`src/rtl/dest_drain_arbiter_if.sv`:
```
// Bundles the destination-FIFO read side and the merged valid/ready output stream.
// master = arbiter side, slave = FIFOs plus downstream sink.
interface dest_drain_arbiter_if #(
  parameter int data_width = 6
);
  logic                  empty_fifo_D0;
  logic                  empty_fifo_D1;
  logic [data_width-1:0] data_out_D0;
  logic [data_width-1:0] data_out_D1;
  logic                  D0_pop;
  logic                  D1_pop;
  logic                  out_valid;
  logic                  out_ready;
  logic [data_width-1:0] out_data;
  logic                  out_dest;

  modport master (
    input  empty_fifo_D0, empty_fifo_D1, data_out_D0, data_out_D1, out_ready,
    output D0_pop, D1_pop, out_valid, out_data, out_dest
  );

  modport slave (
    output empty_fifo_D0, empty_fifo_D1, data_out_D0, data_out_D1, out_ready,
    input  D0_pop, D1_pop, out_valid, out_data, out_dest
  );
endinterface

```
`src/rtl/dest_drain_arbiter.sv`:
```
// Round-robin drain of the D0/D1 destination FIFOs into one tagged valid/ready stream,
// absorbing the 1-cycle FIFO read latency with a 2-entry output buffer.
module dest_drain_arbiter #(
  parameter int data_width = 6,
  parameter int cnt_width  = 5
) (
  input  logic                 clk,
  input  logic                 reset,
  input  logic                 init,
  dest_drain_arbiter_if.master bus,
  output logic [cnt_width-1:0] cnt_D0,
  output logic [cnt_width-1:0] cnt_D1,
  output logic                 idle_out
);

  typedef enum logic [1:0] {
    S_IDLE   = 2'd0,
    S_ACTIVE = 2'd1,
    S_INIT   = 2'd2
  } state_t;

  state_t                r_state;
  state_t                w_state_next;
  logic                  r_inflight;
  logic                  r_inflight_dest;
  logic                  r_last_d1;
  logic [1:0]            r_occ;
  logic                  r_wr_ptr;
  logic                  r_rd_ptr;
  logic [data_width-1:0] r_buf_data [2];
  logic                  r_buf_dest [2];

  logic                  w_pop0;
  logic                  w_pop1;
  logic                  w_block_pop;
  logic                  w_hold_cnt;
  logic                  w_deliver;
  logic [2:0]            w_load;

  assign w_deliver  = (r_occ != 2'd0) && bus.out_ready;
  assign w_hold_cnt = init || (r_state == S_INIT);
  assign w_block_pop = !reset || w_hold_cnt;
  // A word leaving this cycle frees its slot, so a steady stream can pop every cycle.
  assign w_load = {1'b0, r_occ} + {2'b00, r_inflight} - {2'b00, w_deliver};

  always_ff @(posedge clk) begin
    if (!reset) begin
      r_state <= S_IDLE;
    end else begin
      r_state <= w_state_next;
    end
  end

  always_comb begin
    w_state_next = r_state;
    w_pop0       = 1'b0;
    w_pop1       = 1'b0;
    if (!w_block_pop && (w_load < 3'd2)) begin
      if (!bus.empty_fifo_D0 && (bus.empty_fifo_D1 || r_last_d1)) begin
        w_pop0 = 1'b1;
      end else if (!bus.empty_fifo_D1) begin
        w_pop1 = 1'b1;
      end
    end
    case (r_state)
      S_IDLE: begin
        if (!bus.empty_fifo_D0 || !bus.empty_fifo_D1) begin
          w_state_next = S_ACTIVE;
        end
      end
      S_ACTIVE: begin
        if (bus.empty_fifo_D0 && bus.empty_fifo_D1 && !r_inflight && (r_occ == 2'd0)) begin
          w_state_next = S_IDLE;
        end
      end
      S_INIT:  w_state_next = S_IDLE;
      default: w_state_next = S_IDLE;
    endcase
    if (init) begin
      w_state_next = S_INIT;
    end
  end

  always_ff @(posedge clk) begin
    if (!reset) begin
      r_inflight      <= 1'b0;
      r_inflight_dest <= 1'b0;
      r_last_d1       <= 1'b1;
      r_occ           <= 2'd0;
      r_wr_ptr        <= 1'b0;
      r_rd_ptr        <= 1'b0;
      for (int i = 0; i < 2; i++) begin
        r_buf_data[i] <= '0;
        r_buf_dest[i] <= 1'b0;
      end
    end else begin
      r_inflight <= w_pop0 || w_pop1;
      if (w_pop0 || w_pop1) begin
        r_inflight_dest <= w_pop1;
        r_last_d1       <= w_pop1;
      end
      // FIFO read data is valid the cycle after the pop.
      if (r_inflight) begin
        r_buf_data[r_wr_ptr] <= r_inflight_dest ? bus.data_out_D1 : bus.data_out_D0;
        r_buf_dest[r_wr_ptr] <= r_inflight_dest;
        r_wr_ptr             <= ~r_wr_ptr;
      end
      if (w_deliver) begin
        r_rd_ptr <= ~r_rd_ptr;
      end
      r_occ <= r_occ + {1'b0, r_inflight} - {1'b0, w_deliver};
    end
  end

  genvar gi;
  generate
    for (gi = 0; gi < 2; gi++) begin : g_cnt
      logic [cnt_width-1:0] r_cnt;
      always_ff @(posedge clk) begin
        if (!reset || w_hold_cnt) begin
          r_cnt <= '0;
        end else if (w_deliver && (r_buf_dest[r_rd_ptr] == (gi == 1))
                     && (r_cnt != {cnt_width{1'b1}})) begin
          r_cnt <= r_cnt + 1'b1;
        end
      end
    end
  endgenerate

  assign bus.D0_pop    = w_pop0;
  assign bus.D1_pop    = w_pop1;
  assign bus.out_valid = (r_occ != 2'd0);
  assign bus.out_data  = r_buf_data[r_rd_ptr];
  assign bus.out_dest  = r_buf_dest[r_rd_ptr];
  assign cnt_D0        = g_cnt[0].r_cnt;
  assign cnt_D1        = g_cnt[1].r_cnt;
  assign idle_out      = (r_state == S_IDLE);

endmodule

```
`src/flat_wrapper.sv`:
```
// flat-port wrapper written by rule: the top's interface ports become plain ports
module dest_drain_arbiter_flat 
#(
  parameter int data_width = 6,
  parameter int cnt_width  = 5
)
  (clk, reset, init, cnt_D0, cnt_D1, idle_out, bus_empty_fifo_D0, bus_empty_fifo_D1, bus_data_out_D0, bus_data_out_D1, bus_out_ready, bus_D0_pop, bus_D1_pop, bus_out_valid, bus_out_data, bus_out_dest);
  dest_drain_arbiter_if #(.data_width(data_width)) bus_i ();
  input  logic clk;
  input  logic reset;
  input  logic init;
  output logic [cnt_width-1:0] cnt_D0;
  output logic [cnt_width-1:0] cnt_D1;
  output logic idle_out;
  input wire logic [$bits(bus_i.empty_fifo_D0)-1:0] bus_empty_fifo_D0;
  input wire logic [$bits(bus_i.empty_fifo_D1)-1:0] bus_empty_fifo_D1;
  input wire logic [$bits(bus_i.data_out_D0)-1:0] bus_data_out_D0;
  input wire logic [$bits(bus_i.data_out_D1)-1:0] bus_data_out_D1;
  input wire logic [$bits(bus_i.out_ready)-1:0] bus_out_ready;
  output wire logic [$bits(bus_i.D0_pop)-1:0] bus_D0_pop;
  output wire logic [$bits(bus_i.D1_pop)-1:0] bus_D1_pop;
  output wire logic [$bits(bus_i.out_valid)-1:0] bus_out_valid;
  output wire logic [$bits(bus_i.out_data)-1:0] bus_out_data;
  output wire logic [$bits(bus_i.out_dest)-1:0] bus_out_dest;
  assign bus_i.empty_fifo_D0 = bus_empty_fifo_D0;
  assign bus_i.empty_fifo_D1 = bus_empty_fifo_D1;
  assign bus_i.data_out_D0 = bus_data_out_D0;
  assign bus_i.data_out_D1 = bus_data_out_D1;
  assign bus_i.out_ready = bus_out_ready;
  assign bus_D0_pop = bus_i.D0_pop;
  assign bus_D1_pop = bus_i.D1_pop;
  assign bus_out_valid = bus_i.out_valid;
  assign bus_out_data = bus_i.out_data;
  assign bus_out_dest = bus_i.out_dest;
  dest_drain_arbiter #(.data_width(data_width), .cnt_width(cnt_width)) u_core (.clk(clk), .reset(reset), .init(init), .bus(bus_i), .cnt_D0(cnt_D0), .cnt_D1(cnt_D1), .idle_out(idle_out));
endmodule
```
`config.mk`:
```
export PLATFORM = sky130hd
export DESIGN_NAME = dest_drain_arbiter_flat
export DESIGN_NICKNAME = d
export VERILOG_FILES = /design/src/rtl/dest_drain_arbiter_if.sv /design/src/rtl/dest_drain_arbiter.sv /design/src/flat_wrapper.sv
export SDC_FILE = /design/constraint.sdc
export NUM_CORES = 1
export LEC_CHECK = 0
export CAP_MARGIN = 10
export CORE_MARGIN = 5
export CORE_UTILIZATION = 53
export CTS_BUF_LIST = sky130_fd_sc_hd__clkbuf_8 sky130_fd_sc_hd__clkbuf_16
export CTS_CLUSTER_SIZE = 16
export DETAILED_ROUTE_END_ITERATION = 7
export PLACE_DENSITY = 0.92
export SLEW_MARGIN = 10
export SYNTH_ARGS = -nofsm -noshare
export SYNTH_HDL_FRONTEND = slang
export SYNTH_SLANG_ARGS = --single-unit
```
`constraint.sdc`:
```
create_clock -name clk -period 9.71 [get_ports clk]
set_input_delay 1.942 -clock clk [delete_from_list [all_inputs] [get_ports clk]]
set_output_delay 1.942 -clock clk [all_outputs]
set_load 0.1 [all_outputs]
```
* Word level (Yosys, flattened, before mapping)
Memories as Yosys holds them, arrays and structs flattened. A register that Yosys moved wholly into a read port is not among the register bits.
Index checks and enable logic that the tools add are counted.
** Storage, ports and cells
- Register bits :: 19
- RAM bits :: 14
- Output and inout port bits :: 21
- Logic and storage cells :: 83
- Memories kept :: 2
** Memories
- u_core.r_buf_data :: depth 2, bits a word 6, rd ports 1, clocked after memory_dff 1, wr ports 2, line dest_drain_arbiter.sv:30 : logic [data_width-1:0] r_buf_data [2];
- u_core.r_buf_dest :: depth 2, bits a word 1, rd ports 1, clocked after memory_dff 1, wr ports 2, line dest_drain_arbiter.sv:31 : logic r_buf_dest [2];
** Operators by class
- Add/sub/neg operators :: 6
- $lt $le $gt $ge :: 1
- Equal/unequal tests :: 8
- Muxes and demuxes :: 24
- Bitwise gates (word level) :: 4
- Reductions and logical operators :: 28
** Operator list (number)
- $mux 1 :: 18
- $mux 6 :: 2
- $add 5x1->5 const B :: 2
- $logic_and 1x1->1 :: 10
- $ne 5x5->1 const B :: 2
- $mux 2 :: 3
- $ne 3x2->1 const B :: 2
- $reduce_or 6->1 :: 1
- $logic_not 1->1 :: 5
- $logic_or 1x1->1 :: 5
- $logic_not 2->1 :: 2
- $ne 2x1->1 const B :: 2
- $not 1->1 :: 4
- $pmux 2 s2 :: 1
- $reduce_and 2->1 :: 2
- $add 2x1->3 :: 1
- $lt 3x2->1 const B :: 1
- $sub 3x1->3 :: 1
- $add 2x1->2 :: 1
- $eq 2x1->1 const B :: 1
- $eq 2x2->1 const B :: 1
- $reduce_bool 2->1 :: 1
- $reduce_or 2->1 :: 1
- $sub 2x1->2 :: 1
- $reduce_or 1->1 :: 1

* Logic depth before layout (Yosys ltp)
- Depth after elaboration :: 7
- Gate-level depth with buffers :: 10

* Least setup slack after synthesis
Ideal clock, no wire load.
- Kind :: input-to-output
- Start :: in bus_out_ready
- End :: out bus_D0_pop
- Arrival time :: 6.010 ns
- Setup slack :: 1.758 ns
- Stages :: 9
- Path buffers :: 1
- Cell sequence :: o21ai_0 buf_2 inv_1 ha_1 inv_1 ha_1 fa_1 or4_1 nor3_1
** Between the ends
- Longest elaborated chain between the ends :: 5
** Ends and longest elaborated chain
- from (decl) :: line flat_wrapper.sv:19 : input wire logic [$bits(bus_i.out_ready)-1:0] bus_out_ready;
- $logic_and 1x1->1 :: line dest_drain_arbiter.sv:40 : assign w_deliver = (r_occ != 2'd0) && bus.out_ready;
- net u_core.w_deliver :: line dest_drain_arbiter.sv:37 : logic w_deliver;
- $sub 3x1->3 :: line dest_drain_arbiter.sv:44 : assign w_load = {1'b0, r_occ} + {2'b00, r_inflight} - {2'b00, w_deliver};
- net u_core.w_load[1] :: line dest_drain_arbiter.sv:38 : logic [2:0] w_load;
- $lt 3x2->1 :: line dest_drain_arbiter.sv:58 : if (!w_block_pop && (w_load < 3'd2)) begin
- $logic_and 1x1->1 :: line dest_drain_arbiter.sv:58
- $mux 1 :: line dest_drain_arbiter.sv:58
- to (decl) :: line flat_wrapper.sv:20 : output wire logic [$bits(bus_i.D0_pop)-1:0] bus_D0_pop;
The timed path passes the listed nets, and every way through them passes these cells.

* Worst setup path after layout
Same ends and word-level chain as after synthesis.

==> results.yml <==
run_status:
  outcome: "finished, final reports clean"
placement:
  numPlacedInstances: 237
  portBuffers: 38
  dpl-instance-area_um2: 2058
  gp_congestion: 0.9076
  detailed_place_hpwl_mm: 2.879
sta:
  finalMaxSlewViolations: 0
  slew-limit-headroom_pct: 33.05
  post-route-period-util_pct: 84.40
  fmax_mhz: 122.0
  setup_total_negative_slack_ps: 0
  rsz0062_at_grt: "false"
  finalCriticalPeriod_ps: 8195
  max_slew.worst_pin.slew_ps: 1001
  final-setup-viol-count: 0
  count_of_endpoints_failing_hold_in_the_final_timing_report: 0
  clock-skew-final_ps: 4.504
critical_path:
  timing.critical_path.arrival_ps: 6250
  crit_reg_reg_startpoint: "u_core.r_occ[1]$_SDFF_PN0_"
  critical_path_class: "primary input to output port"
  worst_ep_required_time_ps: 7770
  setup.worst_path.start_class: "primary input"
  worst-r2r-setup-slack_ps: 6290
  crit_fanout: 12
  critical-path-slowest-cell: "sky130_fd_sc_hd__clkdlybuf4s50_1"
  reg2reg_end: "u_core.r_last_d1$_SDFFE_PN1P_"
  timing.critical_path.cells: "clkdlybuf4s50_1 -> o21ai_1 -> inv_1 -> ha_1 -> inv_1 -> ha_1 -> fa_1 -> or4_1 -> nor3_1 -> clkdlybuf4s50_1"
  critical_path.endpoint_type: "output port"
  crit_path_max_incr_delay_ps: 1170
  logic_depth_of_the_worst_register_to_register_path: 9
yosys:
  post_synth_main_area_contributors: "sky130_fd_sc_hd__dfxtp_1 (27%), sky130_fd_sc_hd__edfxtp_1 (22%), sky130_fd_sc_hd__mux2i_1 (6.1%)"
  synth_seq_area_share_pct: 48.63
  ys_types: 37
  synthesis.instances: 159
  synth.ff_latch_count: 34
  ys.warnings.count: 0
  yosys.cell_count.top_type: "sky130_fd_sc_hd__dfxtp_1"
  share_of_the_synthesized_area_in_the_top_cell_type_pct: 26.75
  yosys-top-cells-count: "sky130_fd_sc_hd__dfxtp_1 (22), sky130_fd_sc_hd__nor2_1 (15), sky130_fd_sc_hd__edfxtp_1 (12)"
  synth_largest_area_cell: "sky130_fd_sc_hd__dfxtp_1"
  synth_ff_type: "sky130_fd_sc_hd__dfxtp_1"
  syn_area_per_cell_um2: 10.36
  syn-num-nets: 184
  post_synth_instance_area_um2: 1647
  ys_async_sr_fraction_pct: 0
  synth_enable_flop_cells: 12
drt:
  first_pass_iters: 4
  routedWlPerCell_um: 15.06
  postRouteWirelength_mm: 3.690
  via_per_inst: 5.424
  drc_markers: 0
  vias: 1329
  ant_nets: 0
  drt_first_iter_violations: 76
grt:
  globalRouteOverflowTotal: 0
  gr-max-usage-layer: "met2"
  grt_antenna_before_repair: 0
  grt.met1_usage_pct: 22.44
  grt_pass1_vias: 1360
  global_route_wire_length_before_repair_mm: 6.237
  grt_usage_pct: 19.32
  met2_resource_use_gr_pct: 32.29
  pin_count_of_the_biggest_net_entering_global_routing: 17
  global_route.usage.met3_pct: 5.812
pwr:
  power_density_nw_per_um2: 243.1
  power_leakage_uw: 0.0007977
  power_uw: 519.8
  worst_ir_drop_vdd_v: 0.0001582
cts:
  clk_path_buf_depth: 2
  numCtsBuffers: 5
  ctsResizeCount: 0
  clock-root-buffer: "sky130_fd_sc_hd__clkbuf_8"
  clk_transition_reported_paths_ps: 60
  clock_insertion_delay_worst_skew_ps: 290
  htreeDepth: 2
  post_cts_buffers: 0
  ctsHoldBuffers: 0
  tritoncts: "yes"
  cts_num_sinks: 34
floorplanning:
  initial_utilization_pct: 54.38
  fp-row-count: 20
  num_io_pins: 39
  floorplan.die.height_um: 65.74
  die_area_um2: 4322
  floorplan.core_area_um2: 3028
  die_width_um: 65.74
layout:
  num_antenna_cells: 0
  finalInstanceArea_um2: 2138
  final_nets: 225
  layoutNonFillerInstCount: 245
  flow.area_growth_from_synthesis_pct: 29.86
  final_layout_size_suffix_gt1_share_pct: 7.463
  nFillCells: 216
worst_hold_path:
  min-delay-start: "u_core.r_state[1]$_SDFFE_PN0P_"
  min_to: "u_core.r_state[0]$_SDFFE_PP0P_"
  min_path_type: "register to register"
  min_path_cells: 1
run:
  drv.max_cap_violation_count: 0
## state kept, by name, summed over array words and instances (netlist names), named ones only
register,count
u_core.r_state,2
u_core.r_buf_dest,2
u_core.r_inflight,1
u_core.cnt_D1,5
u_core.r_buf_data,12
u_core.r_rd_ptr,1
u_core.r_occ,2
u_core.r_wr_ptr,1
u_core.cnt_D0,5
u_core.r_inflight_dest,1
u_core.r_last_d1,1
## layer usage
metal	share of wire, %	vias to the layer above
met3	4.5	8
met4	2.6	0
met1	41	614
met5	0	-
li1	-	665
met2	52	42
## cells in the final DEF (no fill, tap or decap), types with 2 or more instances in the layout
cell,count
sky130_fd_sc_hd__a21oi_1,7
sky130_fd_sc_hd__and2_1,5
sky130_fd_sc_hd__and3_1,2
sky130_fd_sc_hd__clkbuf_8,5
sky130_fd_sc_hd__clkdlybuf4s50_1,38
sky130_fd_sc_hd__dfxtp_1,22
sky130_fd_sc_hd__edfxtp_1,12
sky130_fd_sc_hd__ha_1,6
sky130_fd_sc_hd__inv_1,12
sky130_fd_sc_hd__mux2_2,6
sky130_fd_sc_hd__mux2i_1,10
sky130_fd_sc_hd__nand2_1,5
sky130_fd_sc_hd__nand2b_1,4
sky130_fd_sc_hd__nand3_1,9
sky130_fd_sc_hd__nand4_1,6
sky130_fd_sc_hd__nor2_1,15
sky130_fd_sc_hd__nor4_1,3
sky130_fd_sc_hd__o21ai_0,3
sky130_fd_sc_hd__o31ai_1,6
sky130_fd_sc_hd__or2_2,2
sky130_fd_sc_hd__or3_1,4
sky130_fd_sc_hd__or4_1,3
sky130_fd_sc_hd__xnor2_1,2
## critical path, delay by kind of cell
kind                     cells  cell delay [ps]
buffers and inverters        4             1920
adder cells (fa/ha/maj)      3             1060
AO/OA/AOI/OAI                1              480
AND/OR/NAND/NOR              2              840
## final cells by class
type | count | area, um^2 | share of cell area (%)
Multi-Input combinational cell | 111 | 782.0 | 36.57
Inverter | 10 | 40.04 | 1.872
Sequential cell | 34 | 800.8 | 37.45
Tap cell | 44 | 55.05 | 2.575
Timing Repair Buffer | 38 | 380.4 | 17.79
Clock inverter | 3 | 11.26 | 0.5266
Clock buffer | 5 | 68.82 | 3.218
## through the flow
stage                     util, %  hold WS (ps)  setup slack (ps)
after floorplan                 -         430.6              1758
after global placement      67.98         453.2              1693
after detailed placement    67.98         468.9              1487
after CTS                   70.62         477.1              1445
after global routing        70.62         523.5              1371
final                       70.62         488.6              1515
## kinds of logic after synthesis
family                     synth area share [%]
DFF                                       48.63
muxes                                     11.55
buffers and inverters                     3.875
xor gates and xnor gates                  1.064
AOI/OAI and AO/OA                         8.967
adders and majority gates                 5.775
and+or+nand+nor                           20.14
## worst max path at each step
stage | startpoint | to | slack (ps) | cells after the start
after floorplan | bus_out_ready | bus_D0_pop | 1760 | 9
after global placement | bus_out_ready | bus_D0_pop | 1690 | 10
after detailed placement | bus_out_ready | bus_D0_pop | 1490 | 10
after CTS | bus_out_ready | bus_D0_pop | 1440 | 10
after global routing | bus_out_ready | bus_D0_pop | 1370 | 10
final | bus_out_ready | bus_D0_pop | 1520 | 10
## report_power, final
group	internal (uW)	leakage (uW)	switching (uW)
sequential	167	0.000303	19.3
clock	47.7	0.0000519	48.1
combinational	73.9	0.000443	164
total	289	0.000798	231
Power figures use the tool's default switching activity.
